## src/rtl/disp_pkg.sv

```systemverilog
// Shared types and constants for the display source arbiter.
// Holds the FSM state enum, the source encoding and the blank digit pattern.
package disp_pkg;

    typedef enum logic [2:0] {
        StIdle,
        StMeas,
        StBanner,
        StErrOn,
        StErrOff
    } disp_state_e;

    typedef enum logic [1:0] {
        SrcNone   = 2'd0,
        SrcMeas   = 2'd1,
        SrcBanner = 2'd2,
        SrcErr    = 2'd3
    } disp_src_e;

    localparam logic [15:0] BLANK_CODE = 16'hFFFF;

    // Milliseconds to clock cycles, clamped so a timer always runs at least one cycle.
    function automatic int unsigned ms_to_cyc(input int unsigned freq_hz, input int unsigned ms);
        int unsigned cyc;
        cyc = (freq_hz / 32'd1000) * ms;
        return (cyc == 32'd0) ? 32'd1 : cyc;
    endfunction

endpackage

```

## src/rtl/disp_tick_timer.sv

```systemverilog
// Loadable down-counter that stops at zero; load wins over counting.
// Used for both the banner hold time and the error blink half-period.
module disp_tick_timer #(
    parameter int unsigned WIDTH = 8
) (
    input  logic             clk,
    input  logic             rst,
    input  logic             load,
    input  logic [WIDTH-1:0] load_val,
    output logic [WIDTH-1:0] cnt,
    output logic             zero
);

    logic [WIDTH-1:0] cnt_q, cnt_d;

    always_comb begin
        cnt_d = cnt_q;
        if (load) begin
            cnt_d = load_val;
        end else if (cnt_q != '0) begin
            cnt_d = cnt_q - WIDTH'(1);
        end
    end

    always_ff @(posedge clk or posedge rst) begin
        if (rst) begin
            cnt_q <= '0;
        end else begin
            cnt_q <= cnt_d;
        end
    end

    assign cnt  = cnt_q;
    assign zero = (cnt_q == '0);

endmodule

```

## src/rtl/disp_src_arbiter.sv

```systemverilog
// Selects what the display shows: error (blinking) > banner (timed) > measurement > blank.
// All display outputs are registered one cycle behind the FSM state.
module disp_src_arbiter
    import disp_pkg::*;
#(
    parameter int unsigned CLOCK_FREQ_HZ = 100_000_000,
    parameter int unsigned BANNER_MS     = 1000,
    parameter int unsigned BLINK_MS      = 250
) (
    input  logic        clk,
    input  logic        rst,
    input  logic        meas_vld,
    input  logic [15:0] meas_bcd,
    input  logic [3:0]  meas_dp,
    input  logic        bnr_req,
    input  logic [15:0] bnr_bcd,
    input  logic [3:0]  bnr_dp,
    input  logic        err_act,
    input  logic [15:0] err_code,
    output logic [15:0] disp_x,
    output logic [3:0]  disp_dp,
    output logic        disp_en,
    output logic [1:0]  src,
    output logic        bnr_busy
);

    localparam int unsigned BANNER_CYC = ms_to_cyc(CLOCK_FREQ_HZ, BANNER_MS);
    localparam int unsigned BLINK_CYC  = ms_to_cyc(CLOCK_FREQ_HZ, BLINK_MS);
    localparam int unsigned BNR_W      = $clog2(BANNER_CYC + 1);
    localparam int unsigned BLK_W      = $clog2(BLINK_CYC + 1);

    disp_state_e state_q, state_d;

    logic [15:0] meas_bcd_q, bnr_bcd_q;
    logic [3:0]  meas_dp_q, bnr_dp_q;
    logic        meas_seen_q, meas_seen_d;

    logic [15:0] disp_x_q, disp_x_d;
    logic [3:0]  disp_dp_q, disp_dp_d;
    disp_src_e   src_q, src_d;
    logic        disp_en_q;

    logic [BNR_W-1:0] bnr_cnt;
    logic [BLK_W-1:0] blk_cnt;
    logic             bnr_zero, blk_zero;
    logic             blk_load;
    logic             bnr_live;
    logic             blk_expire;

    disp_tick_timer #(
        .WIDTH (BNR_W)
    ) u_bnr_timer (
        .clk      (clk),
        .rst      (rst),
        .load     (bnr_req),
        .load_val (BNR_W'(BANNER_CYC)),
        .cnt      (bnr_cnt),
        .zero     (bnr_zero)
    );

    disp_tick_timer #(
        .WIDTH (BLK_W)
    ) u_blk_timer (
        .clk      (clk),
        .rst      (rst),
        .load     (blk_load),
        .load_val (BLK_W'(BLINK_CYC)),
        .cnt      (blk_cnt),
        .zero     (blk_zero)
    );

    // Decisions use next-cycle views so the banner lasts exactly BANNER_CYC cycles
    // and a fresh measurement is shown two cycles after its strobe.
    assign meas_seen_d = meas_seen_q | meas_vld;
    assign bnr_live    = bnr_req | (bnr_cnt > BNR_W'(1));
    assign blk_expire  = blk_zero | (blk_cnt == BLK_W'(1));

    always_comb begin
        state_d  = state_q;
        blk_load = 1'b0;
        unique case (state_q)
            StIdle, StMeas, StBanner: begin
                if (err_act) begin
                    state_d  = StErrOn;
                    blk_load = 1'b1;
                end else if (bnr_live) begin
                    state_d = StBanner;
                end else if (meas_seen_d) begin
                    state_d = StMeas;
                end else begin
                    state_d = StIdle;
                end
            end
            StErrOn, StErrOff: begin
                if (!err_act) begin
                    if (bnr_live) begin
                        state_d = StBanner;
                    end else if (meas_seen_d) begin
                        state_d = StMeas;
                    end else begin
                        state_d = StIdle;
                    end
                end else if (blk_expire) begin
                    state_d  = (state_q == StErrOn) ? StErrOff : StErrOn;
                    blk_load = 1'b1;
                end
            end
            default: state_d = StIdle;
        endcase
    end

    always_comb begin
        disp_x_d  = BLANK_CODE;
        disp_dp_d = '0;
        src_d     = SrcNone;
        case (state_q)
            StMeas: begin
                disp_x_d  = meas_bcd_q;
                disp_dp_d = meas_dp_q;
                src_d     = SrcMeas;
            end
            StBanner: begin
                disp_x_d  = bnr_bcd_q;
                disp_dp_d = bnr_dp_q;
                src_d     = SrcBanner;
            end
            StErrOn: begin
                disp_x_d = err_code;
                src_d    = SrcErr;
            end
            StErrOff: begin
                src_d = SrcErr;
            end
            default: ;
        endcase
    end

    always_ff @(posedge clk or posedge rst) begin
        if (rst) begin
            state_q     <= StIdle;
            meas_bcd_q  <= BLANK_CODE;
            meas_dp_q   <= '0;
            bnr_bcd_q   <= BLANK_CODE;
            bnr_dp_q    <= '0;
            meas_seen_q <= 1'b0;
            disp_x_q    <= BLANK_CODE;
            disp_dp_q   <= '0;
            src_q       <= SrcNone;
            disp_en_q   <= 1'b0;
        end else begin
            state_q     <= state_d;
            meas_seen_q <= meas_seen_d;
            if (meas_vld) begin
                meas_bcd_q <= meas_bcd;
                meas_dp_q  <= meas_dp;
            end
            if (bnr_req) begin
                bnr_bcd_q <= bnr_bcd;
                bnr_dp_q  <= bnr_dp;
            end
            disp_x_q  <= disp_x_d;
            disp_dp_q <= disp_dp_d;
            src_q     <= src_d;
            disp_en_q <= 1'b1;
        end
    end

    assign disp_x   = disp_x_q;
    assign disp_dp  = disp_dp_q;
    assign src      = src_q;
    assign disp_en  = disp_en_q;
    assign bnr_busy = ~bnr_zero;

endmodule
```

## config.mk

```make
export PLATFORM = sky130hd
export DESIGN_NAME = disp_src_arbiter
export DESIGN_NICKNAME = d
export VERILOG_FILES = /design/src/rtl/disp_pkg.sv /design/src/rtl/disp_tick_timer.sv /design/src/rtl/disp_src_arbiter.sv
export SDC_FILE = /design/constraint.sdc
export NUM_CORES = 1
export LEC_CHECK = 0
export CELL_PAD_IN_SITES_DETAIL_PLACEMENT = 1
export CELL_PAD_IN_SITES_GLOBAL_PLACEMENT = 2
export CORE_MARGIN = 1.5
export CORE_UTILIZATION = 38
export CTS_CLUSTER_SIZE = 25
export DETAILED_ROUTE_END_ITERATION = 7
export GPL_TIMING_DRIVEN = 1
export PLACE_DENSITY = 0.94
export REMOVE_ABC_BUFFERS = 1
export SYNTH_ARGS = -nofsm -noshare
export SYNTH_HDL_FRONTEND = slang
export SYNTH_SLANG_ARGS = --single-unit
```

## constraint.sdc

```tcl
create_clock -name clk -period 9.1 [get_ports clk]
set_clock_uncertainty 0.1 [all_clocks]
set_input_delay 2.275 -clock clk [delete_from_list [all_inputs] [get_ports clk]]
set_output_delay 2.275 -clock clk [all_outputs]
set_load 0.005 [all_outputs]
```

Word-level counts from Yosys, hierarchy flattened
Cells that the tools add are included.
W data, S select, Z words.
{ "totals": {"ff_bits": 119, "latch_bits": 0, "ramBits": 0, "rom_bits": 0, "output_inout_bits": 24, "wordCells": 52, "n_memories": 0} }
{ "classes": {"n_addsub": 2, "mul": 0, "n_div": 0, "magnitude_cmp": 1, "eq_ne": 6, "shift": 0, "mux": 18, "bitwise_logic": 4, "reduce_logical": 9} }
{ "ops": {"columns": ["cell", "n"], "rows": [
  ["$mux W27", 2],
  ["$mux W25", 2],
  ["$pmux W16 S3", 1],
  ["$gt A27 B1 Y1 const B", 1],
  ["$logic_not A27 Y1", 1],
  ["$reduce_bool A27 Y1", 1],
  ["$sub A27 B1 Y27 const B", 1],
  ["$eq A25 B1 Y1 const B", 1],
  ["$logic_not A25 Y1", 1],
  ["$reduce_bool A25 Y1", 1],
  ["$sub A25 B1 Y25 const B", 1],
  ["$mux W3", 3],
  ["$pmux W4 S2", 1],
  ["$eq A3 B2 Y1 const B", 2],
  ["$pmux W2 S3", 1],
  ["$pmux W3 S2", 1],
  ["$mux W1", 4],
  ["$mux W2", 2],
  ["$reduce_bool A2 Y1", 2],
  ["$eq A3 B1 Y1 const B", 1],
  ["$eq A3 B3 Y1 const B", 1],
  ["$logic_not A3 Y1", 1],
  ["$ne A3 B2 Y1 const B", 1],
  ["$or A1 B1 Y1", 3],
  ["other kinds (4)", 4]
]} }

Longest topological paths before layout
Gate-level depths: netlist of run 1.
{ "logic_depth": {"ltp_word": 6, "ltp_mapped": 9} }

Cells and area by module
Synthesis of run 1 repeated with hierarchy kept, for this count alone.
{ "unflattened": {"cells_unflattened": 567, "hier_area_um2": 6095.8} }
{ "by_module_without_submodules": {"columns": ["mod", "instances", "cells_each", "area_each_um2"], "rows": [
  ["disp_src_arbiter", 1, 223, 2914.0],
  ["disp_tick_timer at u_blk_timer", 1, 183, 1626.6],
  ["disp_tick_timer at u_bnr_timer", 1, 161, 1555.2]
]} }

Least setup slack after synthesis of run 1
No wires, ideal clock.
{ "synth_timing": {"kind": "register to output", "start": "register u_bnr_timer.cnt_q[5] (netlist: u_bnr_timer.cnt[5])", "end": "output port bnr_busy", "arrival_time_ns": 1.833, "required_ns": 6.725, "path_slack_ns": 4.892, "path_stages_with_launch": 7, "path_cell_list": "dfrtp_1 > or4_4 > nand4bb_4 > nor3_2 > buf_4 > buf_6 > inv_1"} }
{ "synth_via": {"elab_chain_len": 2} }
{ "synth_rtl": {"columns": ["element", "line", "source"], "rows": [
  ["start, declared", "disp_tick_timer.sv:14", "logic [WIDTH-1:0] cnt_q, cnt_d;"],
  ["start signal, assigned", "disp_tick_timer.sv:29", "cnt_q <= cnt_d;"],
  ["$logic_not A27 Y1", "disp_tick_timer.sv:34", "assign zero = (cnt_q == '0);"],
  ["$not A1 Y1", "disp_src_arbiter.sv:172", "assign bnr_busy = ~bnr_zero;"],
  ["end, declared", "disp_src_arbiter.sv:24", "output logic bnr_busy"]
]} }
No other way between the ends.

Final worst setup path of run 1
{ "layout_timing": {"start": "register u_bnr_timer.cnt_q[17] (netlist: u_bnr_timer.cnt[17])", "end": "output port bnr_busy"} }
The elaborated chain is that of the path after synthesis.

==> metrics.txt, run 1 <==
# TYPE chip_impl_metric gauge
chip_impl_info{name="synthFlopType",value="dfrtp_1"} 1
chip_impl_metric{name="synth_simple_gate_area_share",unit="%"} 17.56
chip_impl_metric{name="chipHeight",unit="microns"} 125.9
chip_impl_metric{name="number_of_inserted_filler_cells_in_the_final_layout",unit=""} 1577
chip_impl_info{name="run_status",value="finished clean"} 1
chip_impl_metric{name="worst_setup_hold_path_clk_slew",unit="ns"} 0.06
chip_impl_metric{name="synth-xor-area-share",unit="%"} 2.593
chip_impl_metric{name="p_leak",unit="nW"} 2.744
chip_impl_info{name="post-synth-top-area-cell",value="dfrtp_1"} 1
chip_impl_metric{name="max_cap_violations",unit=""} 0
chip_impl_metric{name="cell_count_after_placement",unit=""} 755
chip_impl_metric{name="antenna_cells",unit=""} 0
chip_impl_metric{name="grt.overflow.total",unit=""} 0
chip_impl_metric{name="synth.distinct_cells",unit=""} 65
chip_impl_metric{name="dr.first_iter.drc_count",unit=""} 228
chip_impl_metric{name="vdd_ir_drop_max",unit="V"} 0.0001158
chip_impl_metric{name="muxShareOfSynthArea",unit="%"} 11.35
chip_impl_metric{name="drive_above_1_share",unit="%"} 26.53
chip_impl_metric{name="required",unit="ns"} 6.73
chip_impl_metric{name="adder_cell_share_of_the_synthesized_area",unit="%"} 1.307
chip_impl_metric{name="vias",unit=""} 4434
chip_impl_metric{name="grt_antenna_before_repair",unit=""} 0
chip_impl_metric{name="firstDrtPassIters",unit=""} 4
chip_impl_metric{name="synthesized_instance_count",unit=""} 510
chip_impl_info{name="most_common_library_cell_in_the_layout_ignoring_fill_and_taps",value="clkdlybuf4s50_1"} 1
chip_impl_info{name="critical_path_class",value="flop to output port"} 1
chip_impl_metric{name="synth-warning-count",unit=""} 0
chip_impl_metric{name="power_per_cell_area",unit="nW/um^2"} 215.6
chip_impl_info{name="cts-root-buf",value="clkbuf_16"} 1
chip_impl_metric{name="crit_arrival",unit="ns"} 2.84
chip_impl_metric{name="fp.dieArea",unit="sq um"} 15860
chip_impl_metric{name="final_nets",unit=""} 657
chip_impl_info{name="timing.critical_path.to_type",value="output port"} 1
chip_impl_metric{name="drt-vias-per-instance",unit=""} 5.634
chip_impl_metric{name="placement.io_buffers",unit=""} 84
chip_impl_metric{name="clock_tree.buffer_depth",unit=""} 2
chip_impl_metric{name="synth_seq_cells",unit=""} 119
chip_impl_metric{name="netlist_area",unit="sq um"} 5742
chip_impl_metric{name="fp-row-count",unit=""} 44
chip_impl_metric{name="syn_area_per_cell",unit="sq um"} 11.26
chip_impl_metric{name="clock_latency_of_the_later_clocked_register_in_the_worst_skew_pair",unit="ns"} 0.42
chip_impl_metric{name="path_max_fanout",unit=""} 21
chip_impl_metric{name="core_region_area",unit="sq um"} 14640
chip_impl_metric{name="seq_area_frac_synth",unit="%"} 52.91
chip_impl_metric{name="drtAntennaViolNets",unit=""} 0
chip_impl_metric{name="number_of_global_route_vias_before_repair",unit=""} 4853
chip_impl_metric{name="finalSetupViolCount",unit=""} 0
chip_impl_metric{name="place.detailed.hpwl",unit="mm"} 10.19
chip_impl_metric{name="routabilityCongestion",unit=""} 0.7976
chip_impl_metric{name="drc_errors",unit=""} 0
chip_impl_info{name="tritoncts_clock_tree",value="built"} 1
chip_impl_metric{name="drt-total-wl",unit="mm"} 15.68
chip_impl_metric{name="postCtsHoldBufs",unit=""} 0
chip_impl_metric{name="max_freq",unit="MHz"} 191.6
chip_impl_metric{name="grtUsageTotal",unit="%"} 20.93
chip_impl_metric{name="ctsHtreeMaxLevel",unit=""} 4
chip_impl_info{name="rsz0062_at_grt",value="no"} 1
chip_impl_metric{name="synth-async-reset-ratio",unit="%"} 100.0
chip_impl_metric{name="worst_pin_slew",unit="ns"} 1.128
chip_impl_metric{name="grt_pass1_wl",unit="mm"} 25.96
chip_impl_metric{name="die_w",unit="microns"} 125.9
chip_impl_metric{name="finalWorstPathRequiredPeriod",unit="ns"} 5.219
chip_impl_metric{name="synth_enable_flop_cells",unit=""} 0
chip_impl_metric{name="clock-sinks",unit=""} 119
chip_impl_info{name="worstSetupStartpointType",value="flop"} 1
chip_impl_metric{name="wl_per_cell",unit="microns"} 19.92
chip_impl_info{name="hp-class",value="flop to flop"} 1
chip_impl_metric{name="initial_utilization",unit="%"} 39.21
chip_impl_metric{name="fin_tns_setup",unit="ns"} 0
chip_impl_metric{name="maxSlewHeadroom",unit="%"} 24.58
chip_impl_metric{name="layout_worst_path_cycle_share",unit="%"} 57.35
chip_impl_metric{name="grt_max_degree",unit=""} 61
chip_impl_metric{name="boundaryPins",unit=""} 85
chip_impl_metric{name="finalHoldWorstSlack",unit="ns"} 0.4056
chip_impl_metric{name="timing.final.max_slew_violations",unit=""} 0
chip_impl_info{name="leading_cell_types_in_the_layout_fill_and_taps_excluded",value="83 x clkdlybuf4s50_1, 71 x dfrtp_1, 57 x mux2_2"} 1
chip_impl_metric{name="synth_compound_area_share",unit="%"} 11.27
chip_impl_metric{name="final-hold-violation-count",unit=""} 0
chip_impl_metric{name="post-cts-setup-buffer-count",unit=""} 0
chip_impl_info{name="yosys-top-cells-area",value="dfrtp_1 31%, dfstp_2 22%, mux2_2 11%, nor2_1 2.5%, nand2b_1 2.2%"} 1
chip_impl_info{name="synth_top_family_by_area",value="simple AND/OR/NAND/NOR gates"} 1
chip_impl_metric{name="ctsResizeCount",unit=""} 0
chip_impl_metric{name="syn_to_final_growth",unit="%"} 27.41
chip_impl_metric{name="synth_top_area_share",unit="%"} 30.94
chip_impl_metric{name="tritoncts.num_buffers",unit=""} 17
chip_impl_metric{name="fin_cells",unit=""} 787
-- cell type report --
| cell class | instances | area (sq um) | share of cell area [%] |
|---|---|---|---|
| Sequential cell | 119 | 3038 | 41.53 |
| Multi-Input combinational cell | 354 | 2535 | 34.65 |
| Timing Repair Buffer | 89 | 873.3 | 11.94 |
| Clock buffer | 18 | 450.4 | 6.157 |
| Tap cell | 184 | 230.2 | 3.147 |
| Clock inverter | 14 | 152.6 | 2.087 |
| Inverter | 9 | 36.28 | 0.4960 |
-- cells by family after synthesis --
group	count (synthesis)
simple gates	174
flops	119
compound gates	98
mux	58
buf+inv	37
xor+xnor	17
fa+ha+maj	6
other cells	1
-- per-stage QoR --
step	utilization [%]	setup WS [ns]	area [sq um]	total power, W
final	49.96	3.881	7316	0.001578
after global routing	49.96	3.682	7316	0.001651
after CTS	49.96	3.853	7316	0.001595
after global placement	45.84	4.398	6713	0.0008825
after floorplan	-	3.647	5607	0.0007937
after detailed placement	45.84	4.350	6713	0.0009027
-- registers in the layout (all words and copies together), names as in the netlist --
| signal | count |
|---|---|
| u_bnr_timer.cnt | 27 |
| u_blk_timer.cnt | 25 |
| bnr_bcd_q | 16 |
| disp_x | 16 |
| meas_bcd_q | 16 |
| bnr_dp_q | 4 |
| disp_dp | 4 |
| meas_dp_q | 4 |
| state_q | 3 |
| src | 2 |
| disp_en | 1 |
| meas_seen_q | 1 |
-- routing by layer --
metal / wire [microns] / part of all wire (%) / track usage (%)
met1: 6313 / 40 / 23.82
met2: 7926 / 51 / 35.49
met3: 1011 / 6.4 / 7.689
met4: 428 / 2.7 / 8.993
met5: 0 / 0 / 0
-- worst max-delay path, stage by stage, from the launching register on --
cell,delay (ns)
dfrtp_1,0.42
nor4_2,0.54
nand3_1,0.32
nor3_2,0.24
buf_4,0.27
inv_1,0.16
clkdlybuf4s50_1,0.47
-- synthesized netlist by cell type (all sizes together) (2+ instances only) --
cell and instances:
clkbuf 20, o21a 2, a21oi 17, nor2 39, mux2 57, buf 8
a211oi 6, inv 9, o31ai 7, nand2 23, or3b 2, or3 15
o31a 3, a31oi 4, ha 6, xnor2 6, or2 2, nand4bb 2
or4b 2, xor2 11, dfrtp 71, o41ai 5, nand2b 20, nor3 14
a311oi 2, nand3 6, a22oi 4, nor2b 6, or4 11, nand4 3
nor4bb 2, o21ai 20, dfstp 48, nand3b 4, nor4 16, o2111ai 3
and2 4, o211ai 2, o22ai 16
-- path summary, 6_finish.rpt --
| path | from | to | slack [ns] | cells past startpoint |
|---|---|---|---|---|
| max | u_bnr_timer.cnt[17] | bnr_busy | 3.88 | 6 |
| min | bnr_dp_q[2] | bnr_dp_q[2] | 0.41 | 1 |
| max reg2reg | u_blk_timer.cnt[8] | u_blk_timer.cnt[19] | 5.67 | 5 |
| min reg2reg | bnr_dp_q[2] | bnr_dp_q[2] | 0.41 | 1 |
| max in group asynchronous | rst | src[1] | 5.39 | 3 |
| min in group asynchronous | rst | u_blk_timer.cnt[12] | 2.23 | 2 |
-- where the power goes --
part	switching (W)	leakage, nW	total (W)	internal, W
Combinational	0.000123	1.14	0.000243	0.000120
Sequential	0.0000517	1.31	0.000652	0.000600
Clock	0.000278	0.295	0.000683	0.000404
Note: power is estimated with default switching activity, not from simulation.
==> run 2: changes to the inputs <==
- CORE_UTILIZATION: 38 -> 32
- PLACE_DENSITY: 0.94 -> 0.86
- clock period: 9.1 -> 4.59 ns (I/O delays scaled with it)
==> metrics.txt, run 2 (synthesis results as in run 1) <==
# TYPE chip_impl_metric gauge
chip_impl_metric{name="grtUsageMet3",unit="%"} 5.407
chip_impl_metric{name="post-cts-setup-buffer-count",unit=""} 0
chip_impl_metric{name="syn_to_final_growth",unit="%"} 27.70
chip_impl_info{name="hold_sp",value="meas_seen_q"} 1
chip_impl_info{name="hp-class",value="flop to flop"} 1
chip_impl_metric{name="crit_arrival",unit="ns"} 2.84
chip_impl_info{name="critical_path.reg2reg.startpoint",value="u_blk_timer.cnt[8]"} 1
chip_impl_info{name="critical_path_class",value="flop to output port"} 1
chip_impl_metric{name="required",unit="ns"} 3.34
chip_impl_metric{name="clock_latency_of_the_later_clocked_register_in_the_worst_skew_pair",unit="ns"} 0.41
chip_impl_info{name="rsz0062_at_grt",value="no"} 1
chip_impl_metric{name="dr.first_iter.drc_count",unit=""} 193
chip_impl_metric{name="utilization",unit="%"} 42.10
chip_impl_metric{name="drive_above_1_share",unit="%"} 26.16
chip_impl_metric{name="fp.dieArea",unit="sq um"} 18760
chip_impl_metric{name="grtUsageTotal",unit="%"} 17.14
chip_impl_metric{name="timing.final.max_slew_violations",unit=""} 0
chip_impl_metric{name="vdd_ir_drop_max",unit="V"} 0.0002660
chip_impl_info{name="leading_cell_types_in_the_layout_fill_and_taps_excluded",value="83 x clkdlybuf4s50_1, 71 x dfrtp_1, 57 x mux2_2"} 1
chip_impl_metric{name="clock_tree.buffer_depth",unit=""} 2
chip_impl_metric{name="fp-row-count",unit=""} 48
chip_impl_metric{name="final-hold-violation-count",unit=""} 0
chip_impl_metric{name="maxSlewHeadroom",unit="%"} 27.74
chip_impl_metric{name="drc_errors",unit=""} 0
chip_impl_metric{name="max_cap_violations",unit=""} 0
chip_impl_metric{name="grt_max_degree",unit=""} 76
chip_impl_metric{name="p_total",unit="W"} 0.003007
chip_impl_metric{name="p_leak",unit="nW"} 2.730
chip_impl_metric{name="fin_tns_setup",unit="ns"} 0
chip_impl_metric{name="grt.met1_usage",unit="%"} 20.08
chip_impl_metric{name="boundaryPins",unit=""} 85
chip_impl_info{name="run_status",value="finished clean"} 1
chip_impl_metric{name="power_per_cell_area",unit="nW/um^2"} 410.1
chip_impl_metric{name="worst_pin_slew",unit="ns"} 1.081
chip_impl_info{name="tritoncts_clock_tree",value="built"} 1
chip_impl_metric{name="wl_per_cell",unit="microns"} 17.89
chip_impl_info{name="most_common_library_cell_in_the_layout_ignoring_fill_and_taps",value="clkdlybuf4s50_1"} 1
chip_impl_metric{name="drt-vias-per-instance",unit=""} 5.273
chip_impl_metric{name="tritoncts.num_buffers",unit=""} 17
chip_impl_info{name="timing.critical_path.to_type",value="output port"} 1
chip_impl_info{name="top_usage_layer",value="met2"} 1
chip_impl_metric{name="final_nets",unit=""} 658
chip_impl_metric{name="largest_reg_flops",unit=""} 27
chip_impl_info{name="worstSetupStartpointType",value="flop"} 1
chip_impl_metric{name="vias",unit=""} 4371
chip_impl_metric{name="ctsResizeCount",unit=""} 0
chip_impl_metric{name="placement.io_buffers",unit=""} 84
chip_impl_metric{name="drt-total-wl",unit="mm"} 14.83
chip_impl_metric{name="max_freq",unit="MHz"} 244.6
chip_impl_metric{name="final-seq-area",unit="sq um"} 3038
chip_impl_metric{name="routabilityCongestion",unit=""} 0.7666
chip_impl_metric{name="place.detailed.hpwl",unit="mm"} 10.01
chip_impl_metric{name="initial_utilization",unit="%"} 32.97
chip_impl_metric{name="clock-sinks",unit=""} 119
chip_impl_metric{name="combined_area_of_the_multi_input_logic_cells",unit="sq um"} 2535
chip_impl_metric{name="worst_setup_hold_path_clk_slew",unit="ns"} 0.06
chip_impl_metric{name="drtAntennaViolNets",unit=""} 0
chip_impl_metric{name="finalWorstPathRequiredPeriod",unit="ns"} 4.088
chip_impl_metric{name="path_max_fanout",unit=""} 21
chip_impl_metric{name="grt_antenna_before_repair",unit=""} 0
chip_impl_metric{name="number_of_global_route_vias_before_repair",unit=""} 4855
chip_impl_metric{name="core_region_area",unit="sq um"} 17420
chip_impl_metric{name="use_met2",unit="%"} 30.01
chip_impl_metric{name="antenna_cells",unit=""} 0
chip_impl_metric{name="postCtsHoldBufs",unit=""} 0
chip_impl_metric{name="grt.overflow.total",unit=""} 0
chip_impl_info{name="worst_setup_path_startpoint",value="u_bnr_timer.cnt[17]"} 1
chip_impl_metric{name="chipHeight",unit="microns"} 137.0
chip_impl_metric{name="grt_pass1_wl",unit="mm"} 24.74
chip_impl_metric{name="layout_worst_path_cycle_share",unit="%"} 89.06
chip_impl_metric{name="finalSetupViolCount",unit=""} 0
chip_impl_metric{name="firstDrtPassIters",unit=""} 4
chip_impl_metric{name="die_w",unit="microns"} 137.0
chip_impl_info{name="cts-root-buf",value="clkbuf_16"} 1
chip_impl_metric{name="number_of_inserted_filler_cells_in_the_final_layout",unit=""} 1872
chip_impl_metric{name="ctsHtreeMaxLevel",unit=""} 4
==> run 2: area by class of cell <==
cell class              instances  area share (%)
well taps                     225           3.840
clock buffers                  21           6.143
multi-input cells             354           34.57
inverters                       9          0.4949
clock inverters                11           1.331
repair buffers                 90           12.18
flip-flops and latches        119           41.43
==> run 2: worst paths after layout <==
check	endpoint	slack, ns	depth (start not counted)
max	bnr_busy	0.50	6
min	meas_seen_q	0.37	1
max reg2reg	u_blk_timer.cnt[19]	1.48	5
min reg2reg	meas_seen_q	0.37	1
max in group asynchronous	bnr_bcd_q[12]	2.48	3
min in group asynchronous	u_blk_timer.cnt[2]	1.09	2
==> run 2: per-stage QoR <==
stage                     setup slack [ns]  hold WS, ns  cells  area, sq um
after floorplan                     0.2645       0.3236    482         5607
after global placement               1.044       0.3392    797         6784
after detailed placement            0.9670       0.3557    797         6784
after CTS                           0.5133       0.3726    829         7332
after global routing                0.2581       0.3869    829         7332
final                               0.5023       0.3722    829         7332
==> run 2: layer usage <==
| layer | vias up | part of all wire, % |
|---|---|---|
| li1 | 2034 | - |
| met3 | 18 | 3.8 |
| met1 | 2253 | 43 |
| met4 | 0 | 1.3 |
| met2 | 66 | 52 |
| met5 | - | 0 |
==> run 2: worst max-delay path, stage by stage (launching register included) <==
cell	delay, ns
dfrtp_1	0.42
nor4_2	0.56
nand3_1	0.32
nor3_2	0.23
buf_4	0.27
inv_1	0.15
clkdlybuf4s50_1	0.47
==> run 2: report_power, final <==
part           switching, W  total [W]  internal (W)
Clock              0.000478    0.00124      0.000758
Combinational      0.000241   0.000480      0.000239
Sequential        0.0000999    0.00129       0.00119
Total              0.000819    0.00301       0.00219
==> run 3: changes to the inputs <==
- SLEW_MARGIN: not set -> 20
==> results of run 3 <==
No change in the layout: final DEF, timing and power equal those of run 2.
